### src/rtl/ctrl_pkg.sv
// ----------------------------------------------------------------------------
// ctrl_pkg
// Shared types and constants for the processor control FSM (control_fsm).
//   state_t   : controller state encoding, also exported on the State port
//   opcode_t  : instruction opcodes held in IR[15:12]
//   ALU_*     : ALU operation select codes driven on ALU_s0
//   IR_*_LSB  : least-significant bit positions of the instruction fields
// ----------------------------------------------------------------------------
package ctrl_pkg;

    typedef enum logic [3:0] {
        ST_INIT   = 4'd0,
        ST_FETCH  = 4'd1,
        ST_DECODE = 4'd2,
        ST_NOOP   = 4'd3,
        ST_LOAD_A = 4'd4,
        ST_LOAD_B = 4'd5,
        ST_STORE  = 4'd6,
        ST_ADD    = 4'd7,
        ST_SUB    = 4'd8,
        ST_HALT   = 4'd9
    } state_t;

    typedef enum logic [3:0] {
        OP_NOOP  = 4'd0,
        OP_STORE = 4'd1,
        OP_LOAD  = 4'd2,
        OP_ADD   = 4'd3,
        OP_SUB   = 4'd4,
        OP_HALT  = 4'd5
    } opcode_t;

    localparam logic [2:0] ALU_PASS = 3'd0;
    localparam logic [2:0] ALU_ADD  = 3'd1;
    localparam logic [2:0] ALU_SUB  = 3'd2;

    // Instruction field positions (LSB of each field)
    localparam int unsigned IR_OP_LSB      = 12; // opcode            IR[15:12]
    localparam int unsigned IR_RA_LSB      = 8;  // source A / store  IR[11:8]
    localparam int unsigned IR_RB_LSB      = 4;  // source B          IR[7:4]
    localparam int unsigned IR_RD_LSB      = 0;  // destination       IR[3:0]
    localparam int unsigned IR_LD_ADDR_LSB = 4;  // LOAD mem address  IR[11:4]
    localparam int unsigned IR_ST_ADDR_LSB = 0;  // STORE mem address IR[7:0]

endpackage

### src/rtl/control_fsm.sv
// ----------------------------------------------------------------------------
// control_fsm
// Moore controller for the 16-bit processor. Runs fetch / decode / execute for
// each instruction held in the instruction register, one instruction at a
// time. Outputs are decoded from the state register and IR fields only.
//
// Ports:
//   Clk         in   system clock (posedge)
//   ResetN      in   asynchronous active-low reset; forces INIT
//   IR          in   instruction register output
//   PC_clr      out  clear program counter (INIT)
//   PC_up       out  increment program counter (FETCH)
//   IR_ld       out  instruction register load enable (FETCH)
//   D_addr      out  data-memory address
//   D_wr        out  data-memory write enable (STORE)
//   RF_s        out  register-file write source: 1 = memory, 0 = ALU
//   RF_W_addr   out  register-file write address
//   RF_W_en     out  register-file write enable
//   RF_Ra_addr  out  register-file read port A address
//   RF_Rb_addr  out  register-file read port B address
//   ALU_s0      out  ALU select (pass/add/sub)
//   Halted      out  high in HALT
//   State       out  current state encoding (debug)
//   Illegal     out  only with CTRL_ILLEGAL_TRAP_EN: sticky illegal-opcode flag
//
// Build option: define CTRL_ILLEGAL_TRAP_EN to trap illegal opcodes into HALT
// and expose the Illegal port; otherwise illegal opcodes execute as NOOP.
// ----------------------------------------------------------------------------
module control_fsm
    import ctrl_pkg::*;
#(
    parameter int unsigned OP_W      = 4,
    parameter int unsigned D_ADDR_W  = 8,
    parameter int unsigned RF_ADDR_W = 4
) (
    input  logic                 Clk,
    input  logic                 ResetN,
    input  logic [15:0]          IR,
    output logic                 PC_clr,
    output logic                 PC_up,
    output logic                 IR_ld,
    output logic [D_ADDR_W-1:0]  D_addr,
    output logic                 D_wr,
    output logic                 RF_s,
    output logic [RF_ADDR_W-1:0] RF_W_addr,
    output logic                 RF_W_en,
    output logic [RF_ADDR_W-1:0] RF_Ra_addr,
    output logic [RF_ADDR_W-1:0] RF_Rb_addr,
    output logic [2:0]           ALU_s0,
    output logic                 Halted,
    output logic [3:0]           State
`ifdef CTRL_ILLEGAL_TRAP_EN
    ,
    output logic                 Illegal
`endif
);

    state_t state_q, state_d;

    logic [OP_W-1:0]      op;
    logic [RF_ADDR_W-1:0] ra_f, rb_f, rd_f;
    logic [D_ADDR_W-1:0]  ld_addr_f, st_addr_f;

    assign op        = IR[IR_OP_LSB      +: OP_W];
    assign ra_f      = IR[IR_RA_LSB      +: RF_ADDR_W];
    assign rb_f      = IR[IR_RB_LSB      +: RF_ADDR_W];
    assign rd_f      = IR[IR_RD_LSB      +: RF_ADDR_W];
    assign ld_addr_f = IR[IR_LD_ADDR_LSB +: D_ADDR_W];
    assign st_addr_f = IR[IR_ST_ADDR_LSB +: D_ADDR_W];

`ifdef CTRL_ILLEGAL_TRAP_EN
    logic illegal_q, illegal_d;
`endif

    // ------------------------------------------------------------------
    // State register
    // ------------------------------------------------------------------
    always_ff @(posedge Clk or negedge ResetN) begin
        if (!ResetN) begin
            state_q   <= ST_INIT;
`ifdef CTRL_ILLEGAL_TRAP_EN
            illegal_q <= 1'b0;
`endif
        end else begin
            state_q   <= state_d;
`ifdef CTRL_ILLEGAL_TRAP_EN
            illegal_q <= illegal_d;
`endif
        end
    end

    // ------------------------------------------------------------------
    // Next-state logic
    // ------------------------------------------------------------------
    always_comb begin
        state_d = state_q;
`ifdef CTRL_ILLEGAL_TRAP_EN
        illegal_d = illegal_q;
`endif
        unique case (state_q)
            ST_INIT:   state_d = ST_FETCH;
            ST_FETCH:  state_d = ST_DECODE;
            ST_DECODE: begin
                case (opcode_t'(op))
                    OP_NOOP:  state_d = ST_NOOP;
                    OP_STORE: state_d = ST_STORE;
                    OP_LOAD:  state_d = ST_LOAD_A;
                    OP_ADD:   state_d = ST_ADD;
                    OP_SUB:   state_d = ST_SUB;
                    OP_HALT:  state_d = ST_HALT;
                    default: begin
`ifdef CTRL_ILLEGAL_TRAP_EN
                        state_d   = ST_HALT;
                        illegal_d = 1'b1;
`else
                        state_d   = ST_NOOP;
`endif
                    end
                endcase
            end
            ST_LOAD_A: state_d = ST_LOAD_B;
            ST_NOOP,
            ST_LOAD_B,
            ST_STORE,
            ST_ADD,
            ST_SUB:    state_d = ST_FETCH;
            ST_HALT:   state_d = ST_HALT;
            // Unused encodings recover through INIT
            default:   state_d = ST_INIT;
        endcase
    end

    // ------------------------------------------------------------------
    // Output decode (Moore: state register plus IR fields)
    // ------------------------------------------------------------------
    always_comb begin
        PC_clr     = 1'b0;
        PC_up      = 1'b0;
        IR_ld      = 1'b0;
        D_addr     = '0;
        D_wr       = 1'b0;
        RF_s       = 1'b0;
        RF_W_addr  = '0;
        RF_W_en    = 1'b0;
        RF_Ra_addr = '0;
        RF_Rb_addr = '0;
        ALU_s0     = ALU_PASS;
        Halted     = 1'b0;
        State      = state_q;
        unique case (state_q)
            ST_INIT:   PC_clr = 1'b1;
            ST_FETCH: begin
                IR_ld = 1'b1;
                PC_up = 1'b1;
            end
            // LOAD_A holds the address for the synchronous memory read;
            // LOAD_B keeps it and writes the returned data.
            ST_LOAD_A: begin
                D_addr = ld_addr_f;
                RF_s   = 1'b1;
            end
            ST_LOAD_B: begin
                D_addr    = ld_addr_f;
                RF_s      = 1'b1;
                RF_W_addr = rd_f;
                RF_W_en   = 1'b1;
            end
            ST_STORE: begin
                D_addr     = st_addr_f;
                RF_Ra_addr = ra_f;
                D_wr       = 1'b1;
            end
            ST_ADD, ST_SUB: begin
                RF_Ra_addr = ra_f;
                RF_Rb_addr = rb_f;
                RF_W_addr  = rd_f;
                RF_W_en    = 1'b1;
                ALU_s0     = (state_q == ST_ADD) ? ALU_ADD : ALU_SUB;
            end
            ST_HALT:   Halted = 1'b1;
            default: ;
        endcase
    end

`ifdef CTRL_ILLEGAL_TRAP_EN
    assign Illegal = illegal_q;
`endif

endmodule

### config.mk
export PLATFORM = sky130hd
export DESIGN_NAME = control_fsm
export DESIGN_NICKNAME = d
export VERILOG_FILES = /design/src/rtl/ctrl_pkg.sv /design/src/rtl/control_fsm.sv
export SDC_FILE = /design/constraint.sdc
export NUM_CORES = 1
export LEC_CHECK = 0
export ABC_CLOCK_PERIOD_IN_PS = 1600
export BUFFER_PORTS_ARGS = -buffer_cell sky130_fd_sc_hd__buf_2
export CAP_MARGIN = 10
export CORE_MARGIN = 2
export CORE_UTILIZATION = 36
export CTS_CLUSTER_SIZE = 24
export DETAILED_ROUTE_END_ITERATION = 6
export HOLD_SLACK_MARGIN = 0.12
export MAX_ROUTING_LAYER = met4
export PLACE_DENSITY = 0.79
export SYNTH_ARGS = -nofsm -noshare
export SYNTH_HDL_FRONTEND = slang
export SYNTH_SLANG_ARGS = --single-unit
### constraint.sdc
create_clock -name Clk -period 1.6 [get_ports Clk]
set_clock_uncertainty 0.15 [all_clocks]
set_input_delay 0.16 -clock Clk [delete_from_list [all_inputs] [get_ports Clk]]
set_output_delay 0.16 -clock Clk [all_outputs]
set_load 0.1 [all_outputs]
==> flow_results.xml, run 1 <==
<?xml version="1.0" encoding="UTF-8"?>
<metrics>
  <group name="synthesis">
    <metric name="avgSynthCellArea" unit="sq um">8.78</metric>
    <metric name="synth-edff-count" unit="">0</metric>
    <metric name="ys_warn_count" unit="">0</metric>
    <metric name="seq_area_frac_synth" unit="%">17.8</metric>
    <metric name="prevailing_post_synth_register_cell" unit="">sky130_fd_sc_hd__dfrtp_1</metric>
    <metric name="share_of_flip_flops_with_an_asynchronous_set_or_reset" unit="%">100</metric>
    <metric name="synthCells" unit="">64</metric>
    <metric name="synth-seq-cells" unit="">4</metric>
    <metric name="synthesis.area" unit="sq um">562</metric>
    <metric name="synth.lib_cells_used.distinct" unit="">32</metric>
    <metric name="mappedNetlistNets" unit="">82</metric>
  </group>
  <group name="die">
    <metric name="die_w" unit="um">43.5</metric>
    <metric name="die_height" unit="um">43.5</metric>
    <metric name="row_count" unit="">14</metric>
    <metric name="floorplan.initialDensity" unit="%">37.7</metric>
    <metric name="io_pins" unit="">52</metric>
  </group>
  <group name="status">
    <metric name="outcome" unit="">did not finish</metric>
    <metric name="run.stop_error" unit="">[ERROR DPL-0038] Utilization greater than 100%, impossible to legalize</metric>
    <metric name="stop_stage" unit="">3_5_place_dp</metric>
  </group>
  <group name="place">
    <metric name="gp_congestion" unit="">0.732</metric>
    <metric name="port_buffers" unit="">50</metric>
  </group>
</metrics>
==> stage by stage <==
stage,setup slack [ns],cell area [sq um],cells,setup TNS (ns),hold slack [ns]
floorplan,-1.47,748,64,-28.36,-0.286
global placement,-0.0617,1540,137,-0.833,-0.186
==> cells by family after synthesis <==
group / after synthesis / synth area share, %
AND/OR/NAND/NOR: 30 / 41.7
flip-flops: 4 / 17.8
XOR/XNOR: 1 / 1.56
buffers and inverters: 8 / 11.4
AO/OA/AOI/OAI: 20 / 26.9
other: 1 / 0.668
==> synth_stat cells, types with 2 or more instances <==
| library cell | n | area (sq um) |
|---|---|---|
| sky130_fd_sc_hd__and2_1 | 12 | 75.1 |
| sky130_fd_sc_hd__a22o_1 | 8 | 70.1 |
| sky130_fd_sc_hd__buf_4 | 5 | 37.5 |
| sky130_fd_sc_hd__dfrtp_1 | 4 | 100 |
| sky130_fd_sc_hd__o21ai_0 | 4 | 20.0 |
| sky130_fd_sc_hd__nor2_1 | 3 | 11.3 |
| sky130_fd_sc_hd__buf_6 | 2 | 22.5 |
| sky130_fd_sc_hd__o211ai_1 | 2 | 15.0 |
==> run 2, diff against run 1 <==
--- a/config.mk
+++ b/config.mk
@@ -8,13 +8,10 @@
 export ABC_CLOCK_PERIOD_IN_PS = 1600
 export BUFFER_PORTS_ARGS = -buffer_cell sky130_fd_sc_hd__buf_2
 export CAP_MARGIN = 10
-export CORE_MARGIN = 2
-export CORE_UTILIZATION = 36
-export CTS_CLUSTER_SIZE = 24
+export CORE_AREA = 2 2 63 65
 export DETAILED_ROUTE_END_ITERATION = 6
-export HOLD_SLACK_MARGIN = 0.12
-export MAX_ROUTING_LAYER = met4
-export PLACE_DENSITY = 0.79
+export DIE_AREA = 0 0 65 67
+export PLACE_DENSITY_LB_ADDON = 0.15
 export SYNTH_ARGS = -nofsm -noshare
 export SYNTH_HDL_FRONTEND = slang
 export SYNTH_SLANG_ARGS = --single-unit
==> flow_results.xml, run 2 <==
<?xml version="1.0" encoding="UTF-8"?>
<metrics>
  <group name="timing">
    <metric name="timing.final.crit_period" unit="ns">1.93</metric>
    <metric name="endpoints_failing_setup" unit="">30</metric>
    <metric name="rsz0062_at_grt" unit="">yes</metric>
    <metric name="hold-worst-slack" unit="ns">0.127</metric>
    <metric name="setup_slack" unit="ns">-0.335</metric>
    <metric name="max_clock_freq" unit="GHz">0.517</metric>
    <metric name="hold_violations" unit="">0</metric>
    <metric name="final_max_slew_viol_count" unit="">0</metric>
    <metric name="post_route_setup_tns" unit="ns">-7.82</metric>
    <metric name="timing.final.crit_share" unit="%">121</metric>
  </group>
  <group name="final_layout">
    <metric name="layout-area-overhead-vs-synth" unit="%">211</metric>
    <metric name="layout.cells.most_common" unit="">sky130_fd_sc_hd__buf_12</metric>
    <metric name="num_antenna_cells" unit="">0</metric>
    <metric name="max_ffs_per_register" unit="">4</metric>
    <metric name="layout-drive-gt1-share" unit="%">84.2</metric>
    <metric name="commonest_cells_after_routing_fill_and_taps_aside" unit="">35 x sky130_fd_sc_hd__buf_12, 17 x sky130_fd_sc_hd__buf_2, 15 x sky130_fd_sc_hd__buf_4</metric>
    <metric name="final_cell_area" unit="sq mm">0.00175</metric>
    <metric name="num-nets-final" unit="">153</metric>
    <metric name="num-fill-cells" unit="">324</metric>
  </group>
  <group name="synthesis">
    <metric name="synth_top_cell_by_area" unit="">sky130_fd_sc_hd__dfrtp_1</metric>
    <metric name="ys_warn_count" unit="">0</metric>
    <metric name="largest_cells_by_area_after_synthesis" unit="">sky130_fd_sc_hd__dfrtp_1 18%, sky130_fd_sc_hd__and2_1 13%, sky130_fd_sc_hd__a22o_1 12%</metric>
    <metric name="share_of_flip_flops_with_an_asynchronous_set_or_reset" unit="%">100</metric>
    <metric name="synth-edff-count" unit="">0</metric>
    <metric name="synth_compound_area_share" unit="%">26.9</metric>
    <metric name="post_synth_fa_ha_maj_area_fraction" unit="%">0</metric>
    <metric name="synth.lib_cells_used.distinct" unit="">32</metric>
    <metric name="synth_top_area_share" unit="%">17.8</metric>
    <metric name="synth-seq-cells" unit="">4</metric>
    <metric name="synth_area_in_simple_gates" unit="%">41.6</metric>
    <metric name="synthCells" unit="">64</metric>
    <metric name="mappedNetlistNets" unit="">82</metric>
    <metric name="ys_top_cells_by_count" unit="">12 x sky130_fd_sc_hd__and2_1, 8 x sky130_fd_sc_hd__a22o_1, 5 x sky130_fd_sc_hd__buf_4</metric>
    <metric name="synth_top_family_by_area" unit="">simple AND/OR/NAND/NOR gates</metric>
    <metric name="synth-xor-area-share" unit="%">1.56</metric>
    <metric name="seq_area_frac_synth" unit="%">17.8</metric>
    <metric name="muxShareOfSynthArea" unit="%">0</metric>
    <metric name="prevailing_post_synth_register_cell" unit="">sky130_fd_sc_hd__dfrtp_1</metric>
    <metric name="avgSynthCellArea" unit="sq um">8.78</metric>
    <metric name="synthesis.area" unit="sq um">562</metric>
    <metric name="synth.most_common_cell" unit="">sky130_fd_sc_hd__and2_1</metric>
  </group>
  <group name="die">
    <metric name="die_height" unit="um">67</metric>
    <metric name="row_count" unit="">22</metric>
    <metric name="die_w" unit="um">65</metric>
    <metric name="design.core.area" unit="sq mm">0.00361</metric>
    <metric name="io_pins" unit="">52</metric>
    <metric name="fp.dieArea" unit="sq mm">0.00436</metric>
    <metric name="floorplan.initialDensity" unit="%">15.6</metric>
  </group>
  <group name="route">
    <metric name="totalWireLength" unit="um">2450</metric>
    <metric name="drt_pass1_iterations" unit="">4</metric>
    <metric name="antenna_left" unit="">0</metric>
    <metric name="num_vias" unit="">760</metric>
    <metric name="via_density_per_instance" unit="">4.20</metric>
    <metric name="wire_per_inst" unit="um">13.5</metric>
    <metric name="drc" unit="">0</metric>
    <metric name="drt_first_iter_violations" unit="">22</metric>
  </group>
  <group name="global_route">
    <metric name="grt_overflow_total" unit="">0</metric>
    <metric name="pin_count_of_the_biggest_net_entering_global_routing" unit="">11</metric>
    <metric name="antenna_found_initial" unit="">0</metric>
    <metric name="first_global_vias" unit="">774</metric>
    <metric name="grt_pass1_wl" unit="um">3950</metric>
    <metric name="grt_util_all_layers" unit="%">12.0</metric>
  </group>
  <group name="power">
    <metric name="peakVddDrop" unit="mV">0.800</metric>
    <metric name="total_power" unit="uW">2450</metric>
    <metric name="total_leakage_power" unit="uW">0.000779</metric>
    <metric name="pwr_density_cell" unit="mW/mm^2">1400</metric>
  </group>
  <group name="critical_path">
    <metric name="timing.critical_path.required" unit="ns">1.29</metric>
    <metric name="critical_path.reg2reg.endpoint" unit="">State[0]$_DFF_PN0_</metric>
    <metric name="worstReg2RegStart" unit="">State[1]$_DFF_PN0_</metric>
    <metric name="critical_path.max_fanout" unit="">4</metric>
    <metric name="cp-start-kind" unit="">register</metric>
    <metric name="worstSetupPathType" unit="">register to output port</metric>
    <metric name="reg2reg_slack" unit="ns">-0.05</metric>
    <metric name="critical_path_arrival" unit="ns">1.62</metric>
    <metric name="end_kind" unit="">output port</metric>
    <metric name="number_of_cells_traversed_by_the_worst_register_to_register_path" unit="">5</metric>
  </group>
  <group name="clocking">
    <metric name="cts_root_buffer" unit="">sky130_fd_sc_hd__clkbuf_8</metric>
    <metric name="tritoncts" unit="">yes</metric>
    <metric name="cts_htree_levels" unit="">1</metric>
    <metric name="cts.reportedPaths.clkPinSlew" unit="ns">0.03</metric>
    <metric name="cts_inserted_buffers" unit="">3</metric>
    <metric name="cts_num_sinks" unit="">4</metric>
    <metric name="worst_skew_pair.late_latency" unit="ns">0.22</metric>
    <metric name="clock_path_buffers" unit="">2</metric>
  </group>
  <group name="place">
    <metric name="port_buffers" unit="">50</metric>
    <metric name="place_area" unit="sq mm">0.00160</metric>
    <metric name="gp_congestion" unit="">0.743</metric>
    <metric name="post-dp-hpwl" unit="um">2050</metric>
  </group>
  <group name="job">
    <metric name="cap_viol_max_count" unit="">0</metric>
  </group>
  <group name="status">
    <metric name="outcome" unit="">finished with violations</metric>
    <metric name="violations" unit="">setup timing</metric>
  </group>
  <group name="min_path">
    <metric name="timing.hold.worst.class" unit="">input port to asynchronous set/reset pin</metric>
  </group>
</metrics>
-- run 2: cell counts after synthesis --
Identical to the previous run, type by type.
-- run 2: kinds of logic after synthesis --
kind of cell              count (synthesis)
DFF                                       4
buffers and inverters                     8
and+or+nand+nor                          30
xor gates and xnor gates                  1
AOI/OAI and AO/OA                        20
other                                     1
-- run 2: worst max path at each step --
stage                                  start            end  slack [ns]
after CTS                 State[2]$_DFF_PN0_  RF_Ra_addr[3]       -0.35
after global routing      State[1]$_DFF_PN0_  RF_Rb_addr[1]       -0.40
after floorplan           State[2]$_DFF_PN0_   RF_W_addr[0]       -1.47
final                     State[1]$_DFF_PN0_  RF_Ra_addr[3]       -0.33
after global placement    State[2]$_DFF_PN0_  RF_Ra_addr[2]       -0.09
after detailed placement  State[1]$_DFF_PN0_  RF_Ra_addr[3]       -0.13
-- run 2: worst max-delay path: stages (launching register included) --
cell and delay, ns:
sky130_fd_sc_hd__dfrtp_4 0.48, sky130_fd_sc_hd__nor4b_4 0.38, sky130_fd_sc_hd__a21o_1 0.20, sky130_fd_sc_hd__and2_4 0.18, sky130_fd_sc_hd__buf_12 0.16
-- run 2: power breakdown --
group / switching [uW] / internal [uW]
clock network: 51.6 / 160
registers: 53.0 / 149
logic: 1220 / 812
-- run 2: final cells by class --
class                   count  area, sq um  area share (%)
repair buffers             72          953            54.5
well taps                  48         60.1            3.44
multi-input cells          53          577            33.0
clock buffers               3         41.3            2.36
inverters                   1         3.75           0.215
flip-flops and latches      4          113            6.44
-- run 2: timing repair --
action / CTS / global route
pin swaps: 4 / 4
resized for setup: 9 / 2
hold buffers: 1 / 0
endpoints found under the hold margin: 4 / 0
cloned: 1 / 0
buffers inserted: 5 / 1
setup endpoints to repair: 28 / 30
-- run 2: layer usage --
metal	global-route usage (%)	vias to the layer above	share of wire (%)
met1	13.6	362	36
met3	1.86	3	3.3
met4	5.59	0	0.90
met5	0	-	0
li1	-	376	-
met2	22.0	19	60
-- run 2: metrics by stage --
stage | worst slack (ns) | std cells | util (%)
3_5_place_dp | -0.135 | 171 | 44.3
5_1_grt | -0.397 | 181 | 48.5
6_report | -0.335 | 181 | 48.5
3_3_place_gp | -0.0915 | 171 | 44.3
4_1_cts | -0.355 | 180 | 48.0
2_1_floorplan | -1.47 | 64 | -
Power figures use the tool's default switching activity.
